**src/rtl/cpu_pkg.sv**
```systemverilog
// Shared CPU datapath constants and the memory-stage state encoding.
package cpu_pkg;

  localparam int DATA_W = 32;
  localparam int ADDR_W = 9;

  typedef enum logic [1:0] {
    IDLE    = 2'd0,
    RD_WAIT = 2'd1,
    WR_WAIT = 2'd2,
    DONE    = 2'd3
  } mem_state_t;

endpackage

```
**src/rtl/mdr_mem_unit.sv**
```systemverilog
// Memory-side datapath stage: MAR/MDR registers plus the RAM read/write
// handshake, reporting completion (ack or timeout abort) back to the sequencer.
module mdr_mem_unit
  import cpu_pkg::*;
#(
  parameter int DATA_W  = cpu_pkg::DATA_W,
  parameter int ADDR_W  = cpu_pkg::ADDR_W,
  parameter int TIMEOUT = 16
) (
  input  logic              clk,
  input  logic              clear,
  input  logic [DATA_W-1:0] BusMuxOut,
  input  logic              MARin,
  input  logic              MDRin,
  input  logic              Read,
  input  logic              Write,
  input  logic [DATA_W-1:0] mem_rdata,
  input  logic              mem_ack,
  output logic [DATA_W-1:0] BusMuxInMDR,
  output logic [ADDR_W-1:0] mem_addr,
  output logic [DATA_W-1:0] mem_wdata,
  output logic              mem_req,
  output logic              mem_we,
  output logic              busy,
  output logic              done,
  output logic              err
);

  localparam int CNT_W = (TIMEOUT == 0) ? 1 : $clog2(TIMEOUT + 1);
  localparam logic [CNT_W-1:0] CNT_LAST = CNT_W'(TIMEOUT - 1);
  localparam logic [CNT_W-1:0] CNT_MAX  = {CNT_W{1'b1}};

  mem_state_t        r_state, w_next_state;
  logic [ADDR_W-1:0] r_mar;
  logic [DATA_W-1:0] r_mdr;
  logic [CNT_W-1:0]  r_cnt;
  logic              r_mem_req;
  logic              r_mem_we;
  logic              r_err;

  logic w_idle, w_wait, w_start_rd, w_start_wr, w_timeout, w_load_ok;
  logic w_unused_bus_hi;

  assign w_idle     = (r_state == IDLE);
  assign w_wait     = (r_state == RD_WAIT) || (r_state == WR_WAIT);
  assign w_start_rd = w_idle && Read;
  assign w_start_wr = w_idle && !Read && Write;
  // Register loads only happen in IDLE when no access starts; an access uses the old MAR.
  assign w_load_ok  = w_idle && !Read && !Write;
  assign w_timeout  = (TIMEOUT != 0) && (r_cnt == CNT_LAST);

  assign w_unused_bus_hi = ^BusMuxOut[DATA_W-1:ADDR_W];

  // NOTE: sequential state uses non-blocking (<=) so every flop samples pre-edge values.
  always_ff @(posedge clk or negedge clear) begin
    if (!clear) r_state <= IDLE;
    else        r_state <= w_next_state;
  end

  // NOTE: default assignment first so no path through the case leaves a latch.
  always_comb begin
    w_next_state = r_state;
    case (r_state)
      IDLE: begin
        if (Read)       w_next_state = RD_WAIT;
        else if (Write) w_next_state = WR_WAIT;
      end
      RD_WAIT, WR_WAIT: begin
        if (mem_ack || w_timeout) w_next_state = DONE;
      end
      DONE:    w_next_state = IDLE;
      default: w_next_state = IDLE;
    endcase
  end

  always_comb begin
    busy = (r_state != IDLE);
    done = (r_state == DONE);
  end

  always_ff @(posedge clk or negedge clear) begin
    if (!clear) begin
      r_mar     <= '0;
      r_mdr     <= '0;
      r_cnt     <= '0;
      r_mem_req <= 1'b0;
      r_mem_we  <= 1'b0;
      r_err     <= 1'b0;
    end else begin
      if (w_start_rd || w_start_wr) begin
        r_mem_req <= 1'b1;
        r_mem_we  <= w_start_wr;
        r_err     <= 1'b0;
        r_cnt     <= '0;
      end else if (w_wait) begin
        if (mem_ack) begin
          r_mem_req <= 1'b0;
          if (r_state == RD_WAIT) r_mdr <= mem_rdata;
        end else if (w_timeout) begin
          r_mem_req <= 1'b0;
          r_err     <= 1'b1;
        end else if (r_cnt != CNT_MAX) begin
          r_cnt <= r_cnt + CNT_W'(1);
        end
      end

      if (w_load_ok && MARin) r_mar <= BusMuxOut[ADDR_W-1:0];
      if (w_load_ok && MDRin) r_mdr <= BusMuxOut;
    end
  end

  assign BusMuxInMDR = r_mdr;
  assign mem_addr    = r_mar;
  assign mem_wdata   = r_mdr;
  assign mem_req     = r_mem_req;
  assign mem_we      = r_mem_we;
  assign err         = r_err;

endmodule

```
**config.mk**
```make
export PLATFORM = sky130hd
export DESIGN_NAME = mdr_mem_unit
export DESIGN_NICKNAME = d
export VERILOG_FILES = /design/src/rtl/cpu_pkg.sv /design/src/rtl/mdr_mem_unit.sv
export SDC_FILE = /design/constraint.sdc
export NUM_CORES = 1
export LEC_CHECK = 0
export BUFFER_PORTS_ARGS = -buffer_cell sky130_fd_sc_hd__buf_2
export CAP_MARGIN = 20
export CORE_MARGIN = 5
export CORE_UTILIZATION = 40
export CTS_BUF_LIST = sky130_fd_sc_hd__clkbuf_4 sky130_fd_sc_hd__clkbuf_8 sky130_fd_sc_hd__clkbuf_16
export DETAILED_ROUTE_END_ITERATION = 8
export MAX_ROUTING_LAYER = met4
export PLACE_DENSITY_LB_ADDON = 0.12
export SLEW_MARGIN = 20
export SYNTH_ARGS = -nofsm -noshare
export SYNTH_HDL_FRONTEND = slang
export SYNTH_SLANG_ARGS = --single-unit
```
**constraint.sdc**
```tcl
create_clock -name clk -period 2.2 [get_ports clk]
set_clock_uncertainty 0.1 [all_clocks]
set_input_delay 0.22 -clock clk [delete_from_list [all_inputs] [get_ports clk]]
set_output_delay 0.22 -clock clk [all_outputs]
set_load 0.1 [all_outputs]
```
== After elaboration in Yosys (flattened, before gate mapping) ==
Cells that the tools add are included.
W data, S select, Z words.

* Output and inout bits: 78
* Register bits after elaboration: 51
* Input bits: 71

* Equal/unequal tests: 10
* Muxes and demuxes: 22
* Reductions and logical operators: 26
* $add $sub $neg: 1

{| class="wikitable"
|+ Operators by type and width
! kind !! count
|-
| $mux W32 || 5
|-
| $mux W5 || 5
|-
| $reduce_bool A2 Y1 || 7
|-
| $mux W1 || 8
|-
| $reduce_and A4 Y1 || 2
|-
| $logic_and A1 B1 Y1 || 6
|-
| $mux W2 || 3
|-
| $ne A2 B1 Y1 const B || 3
|-
| $pmux W2 S3 || 1
|-
| $add A5 B1 Y5 const B || 1
|-
| $eq A5 B4 Y1 const B || 1
|-
| $ne A5 B5 Y1 const B || 1
|-
| $eq A2 B2 Y1 const B || 2
|-
| $reduce_and A2 Y1 || 2
|-
| $logic_or A1 B1 Y1 || 3
|-
| $ne A3 B3 Y1 const B || 1
|-
| $reduce_and A3 Y1 || 1
|-
| $reduce_bool A3 Y1 || 1
|-
| $eq A2 B1 Y1 const B || 1
|-
| $logic_not A1 Y1 || 2
|-
| $logic_not A2 Y1 || 1
|-
| $ne A2 B2 Y1 const B || 1
|-
| $reduce_or A2 Y1 || 1
|}

== Longest topological paths before layout ==
Gate-level depths: netlist (run 1).

* Depth after elaboration: 6
* Mapped depth: 8
* Gate-level depth less buffers: 6

== Worst setup path before layout (run 1) ==
Ideal clock, no wire load.

* Kind: flip-flop to flip-flop
* Start: register r_cnt[0]
* End: register r_cnt[3]
* Setup slack: 0.288 ns
* Library setup time: 0.123 ns
* Arrival time: 1.689 ns
* Data required time: 1.977 ns
* Buffers on the path: 0
* Cell stages (with the launch flop): 7
* Cell sequence: dfrtp_1 -> ha_1 -> and3_1 -> ha_1 -> nor4b_4 -> nand4_1 -> mux2i_1

* Word-level cells in the longest chain between the ends: 6

{| class="wikitable"
|+ Ends and longest elaborated chain
! item !! line !! source
|-
| start: declaration || mdr_mem_unit.sv:36 || <nowiki>logic [CNT_W-1:0] r_cnt;</nowiki>
|-
| start signal: assignment || mdr_mem_unit.sv:103 || <nowiki>r_cnt <= r_cnt + CNT_W'(1);</nowiki>
|-
| $add A5 B1 Y5 || mdr_mem_unit.sv:103 ||
|-
| $mux W5 || mdr_mem_unit.sv:102 || <nowiki>end else if (r_cnt != CNT_MAX) begin</nowiki>
|-
| $mux W5 || mdr_mem_unit.sv:99 || <nowiki>end else if (w_timeout) begin</nowiki>
|-
| $mux W5 || mdr_mem_unit.sv:96 || <nowiki>if (mem_ack) begin</nowiki>
|-
| $mux W5 || mdr_mem_unit.sv:95 || <nowiki>end else if (w_wait) begin</nowiki>
|-
| $mux W5 || mdr_mem_unit.sv:90 || <nowiki>if (w_start_rd || w_start_wr) begin</nowiki>
|}

Several ways; a longest one is shown, not always the timed one. The select of a mux whose other input is x is not followed.
A chain may end at the register's enable or synchronous reset.

== Worst setup path after layout (run 1) ==
Same ends and word-level chain as after synthesis.

==> metrics list, run 1 <==
- Status: completed
* Summed instance area of the synthesized netlist: 0.00319 mm²
- Summed over all nets, wire length on met3 after detailed routing comes to 579 µm.
- During I/O placement, the number of pins put on the boundary was 149.
- Highest routed metal layer: met4
- Drt via density: 5.12
* Hold crit path type: input pin to register
- The number of nets handed over by synthesis was 341.
* Most common library cell in the layout ignoring fill and taps: sky130_fd_sc_hd__buf_2
- Cell type with the largest total area after synthesis: sky130_fd_sc_hd__dfrtp_1
- Maximum buffer depth of the clock tree: 2
- Routed wire length: 8.06 mm
* Crit path kind: register to register
- Count of port buffers added during placement: 148
- Core region area: 0.00777 mm²
- Post-CTS Setup Inserts: 0
- Transition time at the pin with the least slew margin: 0.857 ns
- The top cell types in the final layout, fill and taps aside, are sky130_fd_sc_hd__buf_2 (148), sky130_fd_sc_hd__dfrtp_1 (51), sky130_fd_sc_hd__mux2i_1 (34), sky130_fd_sc_hd__nand4b_1 (32), sky130_fd_sc_hd__a2bb2oi_2 (30).
- STA classifies the critical path startpoint as a register.
- The synthesized design contains 0 enable-type register cells.
- Crit-path max FO: 6
- Buffers plus inverters on the worst setup path: 0
- CTS clk-pin slew, worst paths: 0.09 ns
- TritonCTS built the clock tree.
* Starting DRC count in detailed routing: 74
- The layout has 734 filler cells.
- In the post-synthesis netlist, the biggest area contributors are sky130_fd_sc_hd__dfrtp_1 (40%), sky130_fd_sc_hd__a2bb2oi_2 (14%), sky130_fd_sc_hd__mux2i_1 (11%).
- Worst EP required: 2.29 ns
- Length of the first detailed-routing pass in iterations: 5
* DRC viols: 0
- Routability-driven placement finished with a final weighted congestion of 0.758.
* Root buf cell: sky130_fd_sc_hd__clkbuf_8
- Max-cap violations: 0
- Initial antenna violation count: 0
- Setup repair after global routing left no endpoint under its margin.
- Data arrival at the endpoint of the critical path: 2.14 ns
* Count of vias placed by the detailed router: 2470
- In this run the remaining antenna-violating nets after routing total 0.
- Total negative slack for setup checks: 0 ns
- Clock latency on the worst-skew pair, taken at its later pin, is 0.30 ns.
* CP most frequent cell: sky130_fd_sc_hd__ha_1
* Syn Area/Cell: 12.1 µm²
- Number of synthesis warnings: 0
- Synthesis handed over a netlist of 263 instances.
- Of the cells placed in the final design, the portion with a size suffix greater than 1 is 54.2%.
- HPWL reported at the end of detailed placement: 6.06 mm
- Number of library cell types mapped by synthesis: 30
- The number of global-route vias before repair was 2546.
- M1 WL: 3.54 mm
* Maximum number of pins on one net before global-route repair: 27
* FFs w/ async S/R, synth: 100%
- Max-slew headroom: 42.6%
- Sequential elements use 40.0% of the synthesized area.
* Inserted Clock Buffers: 5
- The signal on the critical path passes through ha_1, and3_1, ha_1, nor4b_4, nand4_1, mux2i_1.
- Crit. End Element: register
- The number of endpoints with negative hold slack in the final report came to 0.
- The worst path needs 2.05 ns of the cycle, external delays included.
- Area grow syn2layout: 24.8%
- Register bit count reported by yosys: 51
- Row generation in the floorplan step produced 32 rows.
- Top flip-flop cell by instance count after synthesis: sky130_fd_sc_hd__dfrtp_1
* Chip Width: 99.3 µm
- Full die area: 0.00987 mm²
* Diode insertion count for antenna repair: 0
- Net count reported at finish: 457
- Setup violations remaining at the end of the flow were counted as 0.
* Achievable frequency: 0.489 GHz
* Sinks on the clock net: 51
- Share of the synthesized area in the top cell type: 40.0%
- The die is 99.3 µm tall.
- For this run, the slowest stage of the critical path takes 0.45 ns.
- Fraction of the cycle the final worst path needs: 93.0%
- Slowest library cell on the worst path: sky130_fd_sc_hd__nor4b_4
- CTS H-tree depth: 2
- Gr usage total: 16.8%
- Total length of routed met2 wires: 3.89 mm
- Total global routing overflow: 0
- The first global-routing pass estimated 13.1 mm of wire.
- The number of max-slew violations in the final report was 0.
* CP delay by family, top: simple AND/OR/NAND/NOR gates
- Average routed wire per standard cell: 16.7 µm
- Starting density of the core: 41.1%
[cells in the mapped netlist (5+ instances only)]
cell type,number
sky130_fd_sc_hd__nor2_1,5
sky130_fd_sc_hd__buf_2,7
sky130_fd_sc_hd__nand4b_1,32
sky130_fd_sc_hd__nand2_1,7
sky130_fd_sc_hd__buf_4,36
sky130_fd_sc_hd__ha_1,7
sky130_fd_sc_hd__dfrtp_1,51
sky130_fd_sc_hd__mux2i_1,34
sky130_fd_sc_hd__clkbuf_1,10
sky130_fd_sc_hd__inv_1,6
sky130_fd_sc_hd__mux2_1,12
sky130_fd_sc_hd__a2bb2oi_2,30
[metal layers]
layer	track usage, %	vias up
met1	22.2	1208
met4	3.15	0
met2	26.7	94
li1	-	1166
met5	-	-
met3	3.93	2
[stage by stage]
step	cells	utilization (%)	setup slack (ns)	hold slack, ns	instance area [µm²]
floorplan	263	-	0.288	-0.176	3190
global placement	473	49.7	0.206	0.162	3860
detailed placement	473	49.7	0.144	0.166	3860
CTS	482	51.3	0.137	0.0404	3990
global route	482	51.3	0.0715	0.0360	3990
finish	482	51.3	0.155	0.0485	3990
[worst reg2reg max path, cell delays in order, from the launching register on]
cell and delay (ns):
sky130_fd_sc_hd__dfrtp_1 0.41, sky130_fd_sc_hd__ha_1 0.22, sky130_fd_sc_hd__and3_1 0.20, sky130_fd_sc_hd__ha_1 0.25, sky130_fd_sc_hd__nor4b_4 0.45, sky130_fd_sc_hd__nand4_1 0.17
sky130_fd_sc_hd__mux2i_1 0.14
[final timing paths]
kind,from,end,slack (ns),cells after the start
setup reg to reg,r_cnt[0],r_cnt[3],0.15,6
hold reg to reg,mem_addr[7],mem_addr[7],0.39,1
hold / removal,BusMuxOut[5],mem_addr[5],0.05,2
min in group asynchronous,clear,BusMuxInMDR[24],0.35,2
max in group asynchronous,clear,BusMuxInMDR[4],1.04,3
setup / recovery,r_cnt[0],r_cnt[3],0.15,6
[logic make-up after synthesis]
| family | after synthesis | share of synthesized area (%) |
|---|---|---|
| buffers and inverters | 62 | 12.5 |
| adder cells (fa/ha/maj) | 7 | 2.74 |
| XOR/XNOR | 1 | 0.274 |
| AND/OR/NAND/NOR | 54 | 12.9 |
| multiplexers | 46 | 14.9 |
| flip-flops | 51 | 40.0 |
| AO/OA/AOI/OAI | 42 | 16.8 |
[repair_timing]
action,4_1_cts,5_1_grt
endpoints found under the hold margin,24,0
hold buffers,1,0
gates resized for setup,0,0
[sequential cells by signal, indices dropped and copies added (netlist names)]
register / count
r_cnt: 5
mem_req: 1
r_state: 2
mem_addr: 9
mem_we: 1
BusMuxInMDR: 32
err: 1
[area by class of cell]
type	count	area, µm²	share of cell area (%)
tap	102	128	3.20
sequential	51	1280	32.0
timing repair buffer	165	896	22.5
inverter	6	22.5	0.565
multi-input combinational	150	1550	38.8
clock buffer	6	82.6	2.07
clock inverter	2	35.0	0.879
Power of run 1 is not shown: default switching activity piles up to over one toggle a cycle in this logic, so the estimate is an artifact.
==> run 2: changes to the inputs <==
CELL_PAD_IN_SITES_DETAIL_PLACEMENT = 1   (was default)
CELL_PAD_IN_SITES_GLOBAL_PLACEMENT = 1   (was default)
CORE_UTILIZATION = 36   (was 40)
==> run 2 against run 1 <==
- final area increased by 0.35%
- non-clock buffer count increased by 2
- register-to-register slack about the same
- critical path depth increased by 1
- fmax decreased by 0.29%
- global-route usage about the same
- hold slack improved by 0.0015 ns
- sequential cell count unchanged
==> metrics list, run 2 (synthesis results as in run 1) <==
* Status: completed
- Core region area: 0.00868 mm²
- The worst register-to-register path begins at r_cnt[0].
- The routed design has 9.06 mm of wire.
- In the layout the commonest cells are sky130_fd_sc_hd__buf_2 (148), sky130_fd_sc_hd__dfrtp_1 (51), sky130_fd_sc_hd__mux2i_1 (34), sky130_fd_sc_hd__nand4b_1 (32), sky130_fd_sc_hd__a2bb2oi_2 (30).
- Wire length of the first global-routing pass: 14.6 mm
* Average routed wire per standard cell: 18.5 µm
* Diode insertion count for antenna repair: 0
- Starting DRC count in detailed routing: 73
* Max-slew headroom: 42.5%
- Area used by sequential logic in the layout: 0.00128 mm²
- In the finished design, the share of the clock period the worst path needs comes to 93.2%.
- In this design, the stage delay of the slowest critical-path cell is 0.42 ns.
- Summing all non-filler instances in the final layout gives an area of 0.00400 mm².
- Chip Width: 104 µm
* Inserted Clock Buffers: 5
* Final antenna-violating net count: 0
- Worst Setup Start Kind: register
- I/O pins: 149
- Number of pins with negative max-slew slack in the final report: 0
- Stages on the worst setup path: 7
- Counting the fill cells in the layout gives 989.
- Measured along the y axis, the die boundary spans 104 µm.
- Capture point of the critical path: r_cnt[1]
- Count of vias placed by the detailed router: 2527
* Total global routing overflow: 0
- Crit path kind: register to register
- The number of endpoints with negative hold slack in the final report is 0.
- Setup violations remaining at the end of the flow were counted as 0.
* Hold Crit Start: BusMuxOut[5]
- Counting both buffers and inverters, the worst setup path holds a total of 1.
- Starting density of the core: 36.8%
- After clock tree synthesis, the clock-pin slew on the worst setup and hold paths is 0.09 ns.
- Minimum setup slack among reg-to-reg paths: 0.15 ns
* Number of flip-flops under the largest register name: 32
- In this run the critical register-to-register path is captured at r_cnt[1].
- CTS H-tree depth: 2
- Crit. End Element: register
- Max-cap violations: 0
- TritonCTS built the clock tree.
- Worst R2R Path Depth: 7
- Minimum period implied by the final worst setup slack: 2.05 ns
* Number of global-route vias before repair: 2698
- Layout cell share with drive strength beyond 1: 54.6%
- In this run the cell area measured after placement is 0.00387 mm².
- Transition time at the pin with the least slew margin: 0.859 ns
- The signal on the critical path passes through ha_1, and3_1, ha_2, nor4b_4, buf_4, mux2i_1, nor2_1.
- The critical path starts at r_cnt[0].
* DRC viols: 0
- Maximum buffer depth of the clock tree: 2
- After floorplanning, the core was divided into 34 placement rows.
- CP delay by family, top: simple AND/OR/NAND/NOR gates
- At the worst endpoint, the required time is 2.28 ns.
* Gr usage total: 16.8%
* Count of port buffers added during placement: 148
- The clock drives 51 sinks.
- The first detailed-routing pass took 4 iterations.
* Total negative slack for setup checks: 0 ns
- Net count reported at finish: 459
* Data arrival at the endpoint of the critical path: 2.13 ns
- Achievable frequency: 0.488 GHz
- Setup repair after global routing left no endpoint under its margin.
* Hold crit path type: input pin to register
- The root buffer cell chosen for the clock tree is sky130_fd_sc_hd__clkbuf_8.
* Full die area: 0.0109 mm²
- The number of antenna violations at the first check in global routing came to 0.
* Multi-input gate area: 0.00155 mm²
- Area grow syn2layout: 25.2%
- Maximum number of pins on one net before global-route repair: 25
- Hold_ws: 0.0500 ns
- Crit-path max FO: 4
* Latest clock arrival within the worst-skew pair: 0.29 ns
* Most common library cell in the layout ignoring fill and taps: sky130_fd_sc_hd__buf_2
* Final RePlAce weighted congestion: 0.719
- Detailed placement ended at an HPWL of 6.93 mm.
- Drt via density: 5.17
- Slowest library cell on the worst path: sky130_fd_sc_hd__dfrtp_1
## run 2: cell count changes in the layout (fill, tap and decap cells not counted), sizes merged
cell | previous run | this run
buf | 164 | 166
clkinv | 1 | 0
## run 2: worst min path at each step
stage / cells after the start / to / slack (ns)
after floorplan: 0 / BusMuxInMDR[0] / -0.18
after global placement: 1 / r_state[1] / 0.15
after detailed placement: 1 / r_state[1] / 0.17
after CTS: 2 / mem_addr[5] / 0.05
after global routing: 2 / mem_addr[7] / 0.03
final: 2 / mem_addr[5] / 0.05
## run 2: layout make-up
class / count / area share (%)
multi-input cells: 150 / 38.7
flip-flops and latches: 51 / 31.9
repair buffers: 167 / 22.8
well taps: 108 / 3.38
clock buffers: 6 / 1.91
clock inverters: 1 / 0.751
inverters: 6 / 0.563
## run 2: worst register-to-register path, stage by stage, from the launching register on
cell,delay [ns]
sky130_fd_sc_hd__dfrtp_1,0.42
sky130_fd_sc_hd__ha_1,0.23
sky130_fd_sc_hd__and3_1,0.21
sky130_fd_sc_hd__ha_2,0.21
sky130_fd_sc_hd__nor4b_4,0.33
sky130_fd_sc_hd__buf_4,0.19
sky130_fd_sc_hd__mux2i_1,0.18
sky130_fd_sc_hd__nor2_1,0.05
## run 2: layer usage
metal | global-route usage, % | up-vias | wire (µm)
li1 | - | 1173 | -
met1 | 20.8 | 1252 | 3900
met2 | 28.4 | 89 | 4550
met3 | 3.35 | 13 | 463
met4 | 3.89 | 0 | 146
met5 | - | - | 0
## run 2: per-stage QoR
| stage | util (%) | std cells | setup slack (ns) |
|---|---|---|---|
| finish | 46.1 | 489 | 0.149 |
| global route | 46.1 | 489 | 0.0432 |
| CTS | 46.0 | 488 | 0.0814 |
| detailed placement | 44.6 | 480 | 0.121 |
| global placement | 44.6 | 480 | 0.195 |
| floorplan | - | 263 | 0.288 |
## run 2: what timing repair did
item / 4_1_cts / 5_1_grt
setup buffers: 0 / 1
endpoints found under the setup margin: 0 / 1
hold buffers: 1 / 0
hold endpoints to repair: 22 / 0
resized for setup: 0 / 1
Power of run 2 is left out for the same reason.
==> run 3: changes to the inputs <==
ABC_AREA = 1   (was default)
CORE_UTILIZATION = 34   (was 36)
clock period = 2.6 ns   (was 2.2 ns; I/O delays follow)
==> run 3 against run 2 <==
- non-clock buffer count fell by 10
- final area fell by 8.1%
- first-iteration DRC count shrank 37%
- count of clock-buffer cells in the layout is 1 lower
- hold slack improved by 0.061 ns
- fmax rose by 3.5%
- cell count increased by 25%
- die area down 2.0%
- synthesized cell count rose by 49%
- synthesized area decreased by 7.7%
- sequential cell count did not move
- largest cell class is now sequential cells
- highest routed layer unchanged
==> metrics list, run 3 <==
- CTS H-tree depth: 2
- Hold crit path type: input pin to register
* Wire length of the first global-routing pass: 14.4 mm
* Leading post-synthesis cells by cell area: sky130_fd_sc_hd__dfrtp_1 (43%), sky130_fd_sc_hd__nand2_1 (24%), sky130_fd_sc_hd__buf_4 (9.2%)
* Number of enable-type register cells in the synthesized netlist: 0
* Starting DRC count in detailed routing: 46
* Number of rows created at floorplan: 34
- Number of setup violations in the final report: 0
- Number of library cell types mapped by synthesis: 24
* Initial antenna violation count: 0
- Max-cap violations: 0
- FFs w/ async S/R, synth: 100%
- Total negative slack for setup checks: 0 ns
- Summing all multi-input logic gate instances after layout gives 0.00126 mm².
* Register bit count reported by yosys: 51
- After detailed routing, the average wire length per cell comes to 14.7 µm.
- CTS clk-pin slew, worst paths: 0.10 ns
- TritonCTS built the clock tree.
- Latest clock arrival within the worst-skew pair: 0.30 ns
* Total global routing overflow: 0
- In the global route stage, overall resource usage came out at 17.5%.
- STA classifies the critical path endpoint as a register.
- Final antenna-violating net count: 0
- Entering global routing, the biggest net connects 52 pins.
* I/O pins: 149
- Most common library cell in the layout ignoring fill and taps: sky130_fd_sc_hd__nand2_1
- Number of fillers in the final layout: 1116
* Worst R2R Start: r_cnt[1]
- At the pin with the least slew margin, the transition time is 0.670 ns.
- Of all cell types, the one taking the most synthesized area is sky130_fd_sc_hd__dfrtp_1.
* Sinks on the clock net: 51
* Maximum buffer depth of the clock tree: 2
- Full die area: 0.0106 mm²
* Instance count of the mapped netlist: 391
* Number of pins with negative max-slew slack in the final report: 0
* Crit path kind: register to register
* Diode insertion count for antenna repair: 0
* Synth Net Count: 469
- Root buf cell: sky130_fd_sc_hd__clkbuf_8
- Worst R2R Path Depth: 8
- Final Hold Viols: 0
* Status: completed
- Data arrival at the endpoint of the critical path: 2.08 ns
- The commonest cells after synthesis are sky130_fd_sc_hd__nand2_1 (185), sky130_fd_sc_hd__dfrtp_1 (51), sky130_fd_sc_hd__buf_4 (36).
- Net count reported at finish: 580
- After detailed routing, the number of vias per cell comes to 4.69.
- Inserted Clock Buffers: 5
- For the worst setup path, the data required time is 2.70 ns.
- Number of flip-flops under the largest register name: 32
- Most frequent cells in the layout: sky130_fd_sc_hd__nand2_1 (185), sky130_fd_sc_hd__buf_2 (148), sky130_fd_sc_hd__dfrtp_1 (51), sky130_fd_sc_hd__nand4_1 (32), sky130_fd_sc_hd__inv_1 (17)
* Cell with the most instances after synthesis: sky130_fd_sc_hd__nand2_1
* Hold Crit Start: BusMuxOut[5]
* Summed instance area of the synthesized netlist: 0.00295 mm²
- Max-slew headroom: 55.3%
* Starting density of the core: 34.3%
- The smallest clock period supported by the final layout is computed as 1.98 ns.
- Minimum setup slack among reg-to-reg paths: 0.62 ns
- End of the worst register-to-register path: r_cnt[3]
* Count of vias placed by the detailed router: 2863
- The total area inside the core boundary comes to 0.00859 mm².
* Achievable frequency: 0.505 GHz
- In this run the biggest area consumer among cell types represents 43.3% of the synthesized area.
* Number of global-route vias before repair: 2976
- Crit-path max FO: 5
- Final RePlAce weighted congestion: 0.789
- Instance count along the most critical hold path: 3
* Worst hold endpoint: mem_addr[5]
- Compared with the post-synthesis result, the final layout area differs by 24.7%.
- Chip Width: 103 µm
- Number of synthesis warnings: 0
- DRC viols: 0
- Fraction of the cycle the final worst path needs: 76.2%
- During placement, the flow inserted port buffers numbering 148.
* Length of the first detailed-routing pass in iterations: 4
* Syn Area/Cell: 7.54 µm²
- Worst Setup Start Kind: register
- Hold_ws: 0.111 ns
- In the final layout, the share of cells above drive strength 1 is 34.6%.
* HPWL reported at the end of detailed placement: 6.67 mm
- The final layout contains routed wiring with a total length of 8.99 mm.
- Register area share after synthesis: 43.3%
- Top flip-flop cell by instance count after synthesis: sky130_fd_sc_hd__dfrtp_1
- Setup repair after global routing left no endpoint under its margin.
- Area used by sequential logic in the layout: 0.00128 mm²
- The die is 103 µm tall.
==> run 3: cell types whose count changed after synthesis, moves of 12 or more <==
cell / previous run / this run
sky130_fd_sc_hd__a2bb2oi_2: 30 / 0
sky130_fd_sc_hd__mux2_1: 12 / 0
sky130_fd_sc_hd__mux2i_1: 34 / 0
sky130_fd_sc_hd__nand2_1: 7 / 185
sky130_fd_sc_hd__nand4_1: 1 / 32
sky130_fd_sc_hd__nand4b_1: 32 / 0
sky130_fd_sc_hd__o21ai_0: 1 / 14
==> run 3: cell families after synthesis <==
group / share of synthesized area [%]
flops: 43.3
buf+inv: 14.2
xor+xnor: 0.297
fa+ha+maj: 2.97
simple gates: 35.4
compound gates: 3.86
==> run 3: worst max-delay path by stage <==
stage	from	endpoint	cells after the start	slack [ns]
2_1_floorplan	r_state[0]	BusMuxInMDR[0]	10	0.64
3_3_place_gp	r_cnt[1]	r_cnt[3]	8	0.66
3_5_place_dp	r_cnt[1]	r_cnt[3]	8	0.60
4_1_cts	r_cnt[1]	r_cnt[3]	8	0.59
5_1_grt	r_state[1]	BusMuxInMDR[26]	9	0.47
6_report	r_cnt[1]	r_cnt[3]	8	0.62
==> run 3: critical path, cell delays in order, from the launching register on <==
cell and delay (ns):
sky130_fd_sc_hd__dfrtp_1 0.41, sky130_fd_sc_hd__ha_1 0.21, sky130_fd_sc_hd__and3_1 0.22, sky130_fd_sc_hd__ha_1 0.24, sky130_fd_sc_hd__or2_2 0.28, sky130_fd_sc_hd__nor2_1 0.19, sky130_fd_sc_hd__nand3_1 0.11, sky130_fd_sc_hd__nand2_1 0.08
sky130_fd_sc_hd__nor2_1 0.04
==> run 3: metrics by stage <==
| stage | setup slack [ns] | std cells | area [µm²] | utilization [%] |
|---|---|---|---|---|
| final | 0.619 | 611 | 3670 | 42.8 |
| after global routing | 0.473 | 611 | 3670 | 42.8 |
| after CTS | 0.586 | 611 | 3670 | 42.8 |
| after detailed placement | 0.601 | 602 | 3550 | 41.3 |
| after global placement | 0.658 | 602 | 3550 | 41.3 |
| after floorplan | 0.641 | 391 | 2950 | - |
==> run 3: cell type report <==
| cell class | count | share of cell area, % |
|---|---|---|
| Clock buffer | 5 | 1.87 |
| Clock inverter | 3 | 1.19 |
| Inverter | 19 | 1.94 |
| Multi-Input combinational cell | 268 | 34.2 |
| Sequential cell | 51 | 34.7 |
| Tap cell | 108 | 3.68 |
| Timing Repair Buffer | 157 | 22.4 |
==> run 3: repair_timing <==
item                      4_1_cts  5_1_grt
resized for setup               0        0
hold buffers                    1        0
hold endpoints to repair       17        0
buffers inserted                0        0
==> run 3: routing by layer <==
metal | global-route usage, % | vias to the layer above | part of all wire [%]
met3 | 3.86 | 8 | 7.8
met5 | - | - | 0
met1 | 22.6 | 1326 | 44
met4 | 4.08 | 0 | 1.1
li1 | - | 1433 | -
met2 | 28.3 | 96 | 47
Power of run 3 is left out for the same reason.
